===== src/rtl/mac_accum4_pkg.sv =====
// Shared constants for the mac_accum4 multiply-accumulate stage.
package mac_accum4_pkg;

  localparam logic [1:0] S_IDLE  = 2'd0;
  localparam logic [1:0] S_ACCUM = 2'd1;
  localparam logic [1:0] S_FLUSH = 2'd2;
  localparam logic [1:0] S_DONE  = 2'd3;

  localparam int PROD_W = 8;

endpackage


===== src/rtl/mac_accum4_array_multiplier.sv =====
// Combinational 4x4 unsigned array multiplier, 8-bit product.
module array_multiplier
  import mac_accum4_pkg::*;
(
  input  logic [3:0]        i_a,
  input  logic [3:0]        i_b,
  output logic [PROD_W-1:0] o_p
);

  logic [PROD_W-1:0] w_pp [4];

  for (genvar i = 0; i < 4; i++) begin : g_pp
    assign w_pp[i] = {4'b0, i_a & {4{i_b[i]}}} << i;
  end

  assign o_p = w_pp[0] + w_pp[1] + w_pp[2] + w_pp[3];

endmodule


===== src/rtl/mac_accum4.sv =====
// Burst multiply-accumulate: LEN products of 4x4 operands summed
// into an ACC_W-bit accumulator with a sticky carry-out flag.
module mac_accum4
  import mac_accum4_pkg::*;
#(
  parameter int ACC_W = 16,
  parameter int LEN_W = 4
) (
  input  logic             clk,
  input  logic             rst,
  input  logic             start,
  input  logic [LEN_W-1:0] len,
  input  logic             in_valid,
  output logic             in_ready,
  input  logic [3:0]       in_a,
  input  logic [3:0]       in_b,
  output logic             out_valid,
  input  logic             out_ready,
  output logic [ACC_W-1:0] out_acc,
  output logic             out_ovf,
  output logic             busy
);

  logic [1:0]        r_state;
  logic [LEN_W-1:0]  r_rem;
  logic [PROD_W-1:0] r_prod;
  logic              r_prod_v;
  logic [ACC_W-1:0]  r_acc;
  logic              r_ovf;
  logic              r_out_valid;
  logic [ACC_W-1:0]  r_out_acc;
  logic              r_out_ovf;

  logic              w_in_ready;
  logic              w_accept;
  logic [PROD_W-1:0] w_prod;
  logic [ACC_W:0]    w_sum;

  array_multiplier u_mult (
    .i_a (in_a),
    .i_b (in_b),
    .o_p (w_prod)
  );

  assign w_in_ready = (r_state == S_ACCUM) && (r_rem != '0);
  assign w_accept   = in_valid && w_in_ready;
  assign w_sum      = {1'b0, r_acc} + (ACC_W+1)'(r_prod);

  always_ff @(posedge clk or posedge rst) begin
    if (rst) begin
      r_state     <= S_IDLE;
      r_rem       <= '0;
      r_prod      <= '0;
      r_prod_v    <= 1'b0;
      r_acc       <= '0;
      r_ovf       <= 1'b0;
      r_out_valid <= 1'b0;
      r_out_acc   <= '0;
      r_out_ovf   <= 1'b0;
    end else begin
      r_prod_v <= w_accept;
      if (w_accept)
        r_prod <= w_prod;
      if (r_prod_v) begin
        r_acc <= w_sum[ACC_W-1:0];
        if (w_sum[ACC_W])
          r_ovf <= 1'b1;
      end
      unique case (r_state)
        S_IDLE: begin
          if (start) begin
            r_acc   <= '0;
            r_ovf   <= 1'b0;
            r_rem   <= len;
            r_state <= (len != '0) ? S_ACCUM : S_DONE;
          end
        end
        S_ACCUM: begin
          if (w_accept) begin
            r_rem <= r_rem - LEN_W'(1);
            if (r_rem == LEN_W'(1))
              r_state <= S_FLUSH;
          end
        end
        S_FLUSH: r_state <= S_DONE;
        S_DONE: begin
          // first DONE cycle captures the settled sum into the output regs
          if (!r_out_valid) begin
            r_out_valid <= 1'b1;
            r_out_acc   <= r_acc;
            r_out_ovf   <= r_ovf;
          end else if (out_ready) begin
            r_out_valid <= 1'b0;
            r_state     <= S_IDLE;
          end
        end
      endcase
    end
  end

  assign in_ready  = w_in_ready;
  assign busy      = (r_state != S_IDLE);
  assign out_valid = r_out_valid;
  assign out_acc   = r_out_acc;
  assign out_ovf   = r_out_ovf;

endmodule

===== config.mk =====
export PLATFORM = sky130hd
export DESIGN_NAME = mac_accum4
export DESIGN_NICKNAME = d
export VERILOG_FILES = /design/src/rtl/mac_accum4_pkg.sv /design/src/rtl/mac_accum4_array_multiplier.sv /design/src/rtl/mac_accum4.sv
export SDC_FILE = /design/constraint.sdc
export NUM_CORES = 1
export LEC_CHECK = 0
export CORE_MARGIN = 2
export CORE_UTILIZATION = 40
export DETAILED_ROUTE_END_ITERATION = 7
export GPL_ROUTABILITY_DRIVEN = 1
export PLACE_DENSITY = 0.68
export SLEW_MARGIN = 40
export SYNTH_ARGS = -nofsm -noshare
export SYNTH_HDL_FRONTEND = slang
export SYNTH_SLANG_ARGS = --single-unit

===== constraint.sdc =====
create_clock -name clk -period 2.2 [get_ports clk]
set_clock_uncertainty 0.1 [all_clocks]
set_input_delay 0.55 -clock clk [delete_from_list [all_inputs] [get_ports clk]]
set_output_delay 0.55 -clock clk [all_outputs]
set_load 0.01 [all_outputs]

# Word level (Yosys, flattened, before mapping)
# Cells that the tools add are included.
# Widths: inputs -> output; s select.
# op_classes
addsub	5
n_eq_ne	9
mux	19
n_bitwise	5
n_reduce_logical	10
# op_table
cell	n
$mux 16	3
$add 16x8->17	1
$and 4x4->4	4
$mux 2	6
$add 7x7->8	1
$mux 4	2
$ne 2x2->1 const B	4
$pmux 2 s4	1
$pmux 4 s2	1
$reduce_bool 4->1	2
$add 6x6->7	1
$add 4x5->6	1
$mux 1	6
$reduce_and 5->1	1
$eq 2x2->1 const B	2
$eq 4x1->1 const B	1
$reduce_bool 2->1	2
$sub 4x1->4 const B	1
$reduce_and 3->1	1
$eq 2x1->1 const B	1
$logic_and 1x1->1	2
$logic_not 2->1	1
$ne 2x1->1 const B	1
$reduce_and 2->1	1
$not 1->1	1
# word_totals
regBits	50
out_inout_bits	20
wordCells	57

# Logic depth before layout (Yosys ltp)
# logic_depth
depth_word	5
ltp_mapped	12

# Cells and area by module
# Synthesis repeated with hierarchy kept, for this count alone.
# unflattened
hier_cells	316
hier_area_um2	3071.7
# modules_own_cells
module	instances	cells_each	area_each_um2	seq_area_each_um2
mac_accum4	1	262	2650.0	1251.2
array_multiplier	1	54	421.7	0.0

# Worst setup path before layout
# OpenSTA, ideal clock, no wires.
# synth_path
path_kind	input to register
startpoint	input in_b[3]
endpoint	register r_prod[7]
setup_time_ns	0.129
arrival_time_ns	2.681
t_required_ns	1.971
path_slack_ns	-0.710
stages	12
n_path_buf	0
cell_sequence	nand2_1 > fa_1 > fa_1 > inv_1 > ha_1 > inv_1 > fa_1 > inv_1 > a21o_1 > a21oi_1 > xor2_1 > o21ai_0
# synth_via
elab_chain_len	2
# synth_rtl
element	line	source
from (decl)	mac_accum4.sv:16	input logic [3:0] in_b,
$and 4x4->4	mac_accum4_array_multiplier.sv:13	assign w_pp[i] = {4'b0, i_a & {4{i_b[i]}}} << i;
$add 7x7->8	mac_accum4_array_multiplier.sv:16	assign o_p = w_pp[0] + w_pp[1] + w_pp[2] + w_pp[3];
to (signal assigned)	mac_accum4.sv:63	r_prod <= w_prod;
to (decl)	mac_accum4.sv:26	logic [PROD_W-1:0] r_prod;
# Every way passes these cells.
# A chain may end at the register's enable or synchronous reset.

# Worst setup path after layout
# layout_path
startpoint	input in_b[1]
endpoint	register r_prod[7]
# layout_via
elab_chain_len	4
# layout_rtl
element	line
$and 4x4->4	mac_accum4_array_multiplier.sv:13
$add 4x5->6	mac_accum4_array_multiplier.sv:16
$add 6x6->7	mac_accum4_array_multiplier.sv:16
$add 7x7->8	mac_accum4_array_multiplier.sv:16
# Every way passes these cells.

==> impl_metrics.csv <==
group,metric,value,unit
detailed_routing,drt-initial-drc-count,50,
min_path,worstHoldPathType,"register to register",
synth,synthArstFlopShare,100.0,%
synth,syn-mean-instance-area,10.10,um2
power_and_ir_drop,power,4.536,mW
synth,yosysSeqAreaShare,41.43,%
critical_path,startpoint_type,"input pin",
detailed_routing,drc,0,
global_route,grt_max_degree,51,
critical_path,crit_required,2.29,ns
cts,insertion_delay,0.30,ns
synth,synth.largest_area_cell,"dfrtp_1",
timing,fin_crit,2.617,ns
timing,finalSetupTns,-1.145,ns
placed_design,gp_congestion,0.8209,
timing,timing.final.ws_setup,-0.4172,ns
cts,cts.path.max_buffers,2,
detailed_routing,via_count,2348,
power_and_ir_drop,power_leakage,1.901,nW
final_layout,final_cells,471,
detailed_routing,dr_wl_met3,160,um
placed_design,numPlacedInstances,452,
detailed_routing,routed_via_density,4.985,
power_and_ir_drop,ir_drop,0.4031,mV
power_and_ir_drop,power_density,1142,nW/um2
synth,syn-num-nets,347,
die,rows,31,
global_route,grt_first_pass_wirelength,10240,um
global_route,grt_overflow,0,
synth,synth_top_area_share,41.43,%
cts,cts_made_buffers,5,
global_route,antenna_found_initial,0,
synth,postSynthCellCount,299,
outcome,failed_checks,"negative setup slack",
cts,clk_pin_slew_worst_paths,0.09,ns
timing,max_freq,382.1,MHz
synth,ys_seq_elements,50,
timing,report.final.slew_viol_count,0,
final_layout,syn2layout_area_growth,31.48,%
cts,cts_root_buf,"clkbuf_8",
detailed_routing,wl_per_cell,12.53,um
die,die_x,90.90,um
cts,cts_sinks,50,
die,ios,37,
placed_design,pre_cts_ws,-1.332,ns
detailed_routing,drt_wl_total,5900,um
detailed_routing,drt-met1-wl,2753,um
timing,tightest_slew,0.3058,ns
timing,finalCritPeriodShare,119.0,%
detailed_routing,dr.pass1.iters,4,
timing,finalHoldViolations,0,
die,initial_core_util,41.42,%
timing,finalSetupViolCount,4,
final_layout,n_antenna_cell,0,
timing,fin_hold_ws,0.4075,ns
cts,htreeDepth,2,
flow_run,max_cap_viol_count,0,
placed_design,dp_hpwl,4425,um
final_layout,drive_above_1_share,27.15,%
die,chipHeight,90.90,um
critical_path,cp_max_fo,2,
detailed_routing,top_layer,"met4",
timing,slew_headroom,79.35,%
synth,yosysWarnings,0,
critical_path,end_kind,"register",
cts,cts_hold_buf,0,
critical_path,path_class,"input pin to register",
die,core_area,7292,um2
placed_design,port_buffers,36,
timing,rsz0062_at_grt,"true",
critical_path,cp.arrival,2.71,ns
cts,cts_tree,"yes",
detailed_routing,met2WireLength,2934,um
final_layout,fin_nets,419,
synth,yosys-top-cells-area,"dfrtp_1 (41%), ha_1 (10%), mux2_2 (7.5%)",
outcome,outcome,"complete, but fails checks",
synth,ys.flop_type,"dfrtp_1",
synth,synth_area,3020,um2
synth,ys_types,46,
synth,synth_edf_count,0,
detailed_routing,ant_nets,0,
global_route,grt_pass1_vias,2420,
global_route,grt_use_total,15.10,%
die,die-area,8262,um2
==> synthesized netlist by cell type, types with 2 or more instances <==
cell      instances
inv_1            20
a21oi_1          11
a31oi_1           5
clkbuf_1          4
nor2_1           29
o31ai_1           4
o21a_1            2
nand3_1           4
nor3_1            2
a22oi_1           2
or4_1             2
xor2_1            7
a21o_1            5
a211oi_1          5
xnor2_1           4
buf_2             3
mux2_2           20
dfrtp_1          50
ha_1             25
nor3b_1           2
fa_1              6
nand2_1          33
mux2i_1           8
o21ai_0          16
and2_1            7
nand2b_1          3
==> cell type report <==
| cell class | count | area [um2] |
|---|---|---|
| Fill cell | 681 | 3321 |
| Multi-Input combinational cell | 221 | 1765 |
| Sequential cell | 50 | 1251 |
| Timing Repair Buffer | 73 | 649.4 |
| Tap cell | 99 | 123.9 |
| Clock buffer | 7 | 76.32 |
| Inverter | 20 | 75.07 |
| Clock inverter | 1 | 30.03 |
==> cells in the final DEF, fill, tap and decap left out, drive strengths merged, types with 8 or more instances in the layout <==
cell           netlist  routed
nand2               34      34
a21oi               11      11
clkdlybuf4s50        0      26
mux2                20      20
and2                 8       8
mux2i                8       8
buf                  3      44
dfrtp               50      50
ha                  25      25
inv                 20      20
o21ai               17      17
nor2                29      29
==> layer usage <==
metal / up-vias / track usage, %
li1: 1186 / -
met3: 4 / 3.172
met4: 0 / 3.788
met1: 1127 / 18.38
met5: - / 0
met2: 31 / 27.18
==> stage by stage <==
step	instance area [um2]	utilization (%)
floorplan	3064	-
global placement	3712	50.91
detailed placement	3712	50.91
CTS	3894	53.40
global route	3971	54.46
finish	3971	54.46
==> state kept, by name, summed over array words and instances (netlist names) <==
name,flops
r_prod_v,1
r_prod,8
r_state,2
r_rem,4
r_acc,16
out_ovf,1
r_ovf,1
out_acc,16
out_valid,1
==> kinds of logic (layout without fill, tap and decap cells) <==
| kind of cell | Yosys count | after routing | share of synthesized area, % |
|---|---|---|---|
| adder cells (fa/ha/maj) | 31 | 31 | 14.33 |
| XOR/XNOR | 11 | 11 | 3.190 |
| AND/OR/NAND/NOR | 89 | 89 | 13.50 |
| multiplexers | 28 | 28 | 10.11 |
| flip-flops | 50 | 50 | 41.43 |
| buffers and inverters | 28 | 101 | 3.935 |
| AO/OA/AOI/OAI | 62 | 62 | 13.50 |
==> critical path, cell delays in order <==
cell     delay, ns
buf_8         0.09
nand2_8       0.05
fa_1          0.49
fa_1          0.53
inv_2         0.04
ha_4          0.15
inv_2         0.05
fa_2          0.19
inv_2         0.03
a21o_1        0.17
a21oi_2       0.13
xor2_1        0.16
o21ai_1       0.07
==> worst paths after layout <==
| check | startpoint | to | slack [ns] | cells past startpoint |
|---|---|---|---|---|
| worst max-delay path | in_b[1] | r_prod[7] | -0.42 | 13 |
| worst min-delay path | out_acc[5] | out_acc[5] | 0.41 | 1 |
| worst max register to register | r_prod[0] | r_acc[8] | 0.06 | 8 |
| worst min register to register | out_acc[5] | out_acc[5] | 0.41 | 1 |
| max in group asynchronous | rst | r_acc[3] | 1.28 | 3 |
| min in group asynchronous | rst | r_state[0] | 0.49 | 3 |
==> where the power goes <==
group | switching (mW) | internal (mW) | leakage (nW)
logic | 1.19 | 1.25 | 1.20
clock network | 0.297 | 0.341 | 0.0524
registers | 0.214 | 1.25 | 0.653
total | 1.70 | 2.84 | 1.90
==> timing repair <==
action                     CTS  global route
gates resized for setup     52            14
setup endpoints to repair    8            11
pin swaps                   13             9
setup buffers                6             5
(Power assumes the default switching activity.)
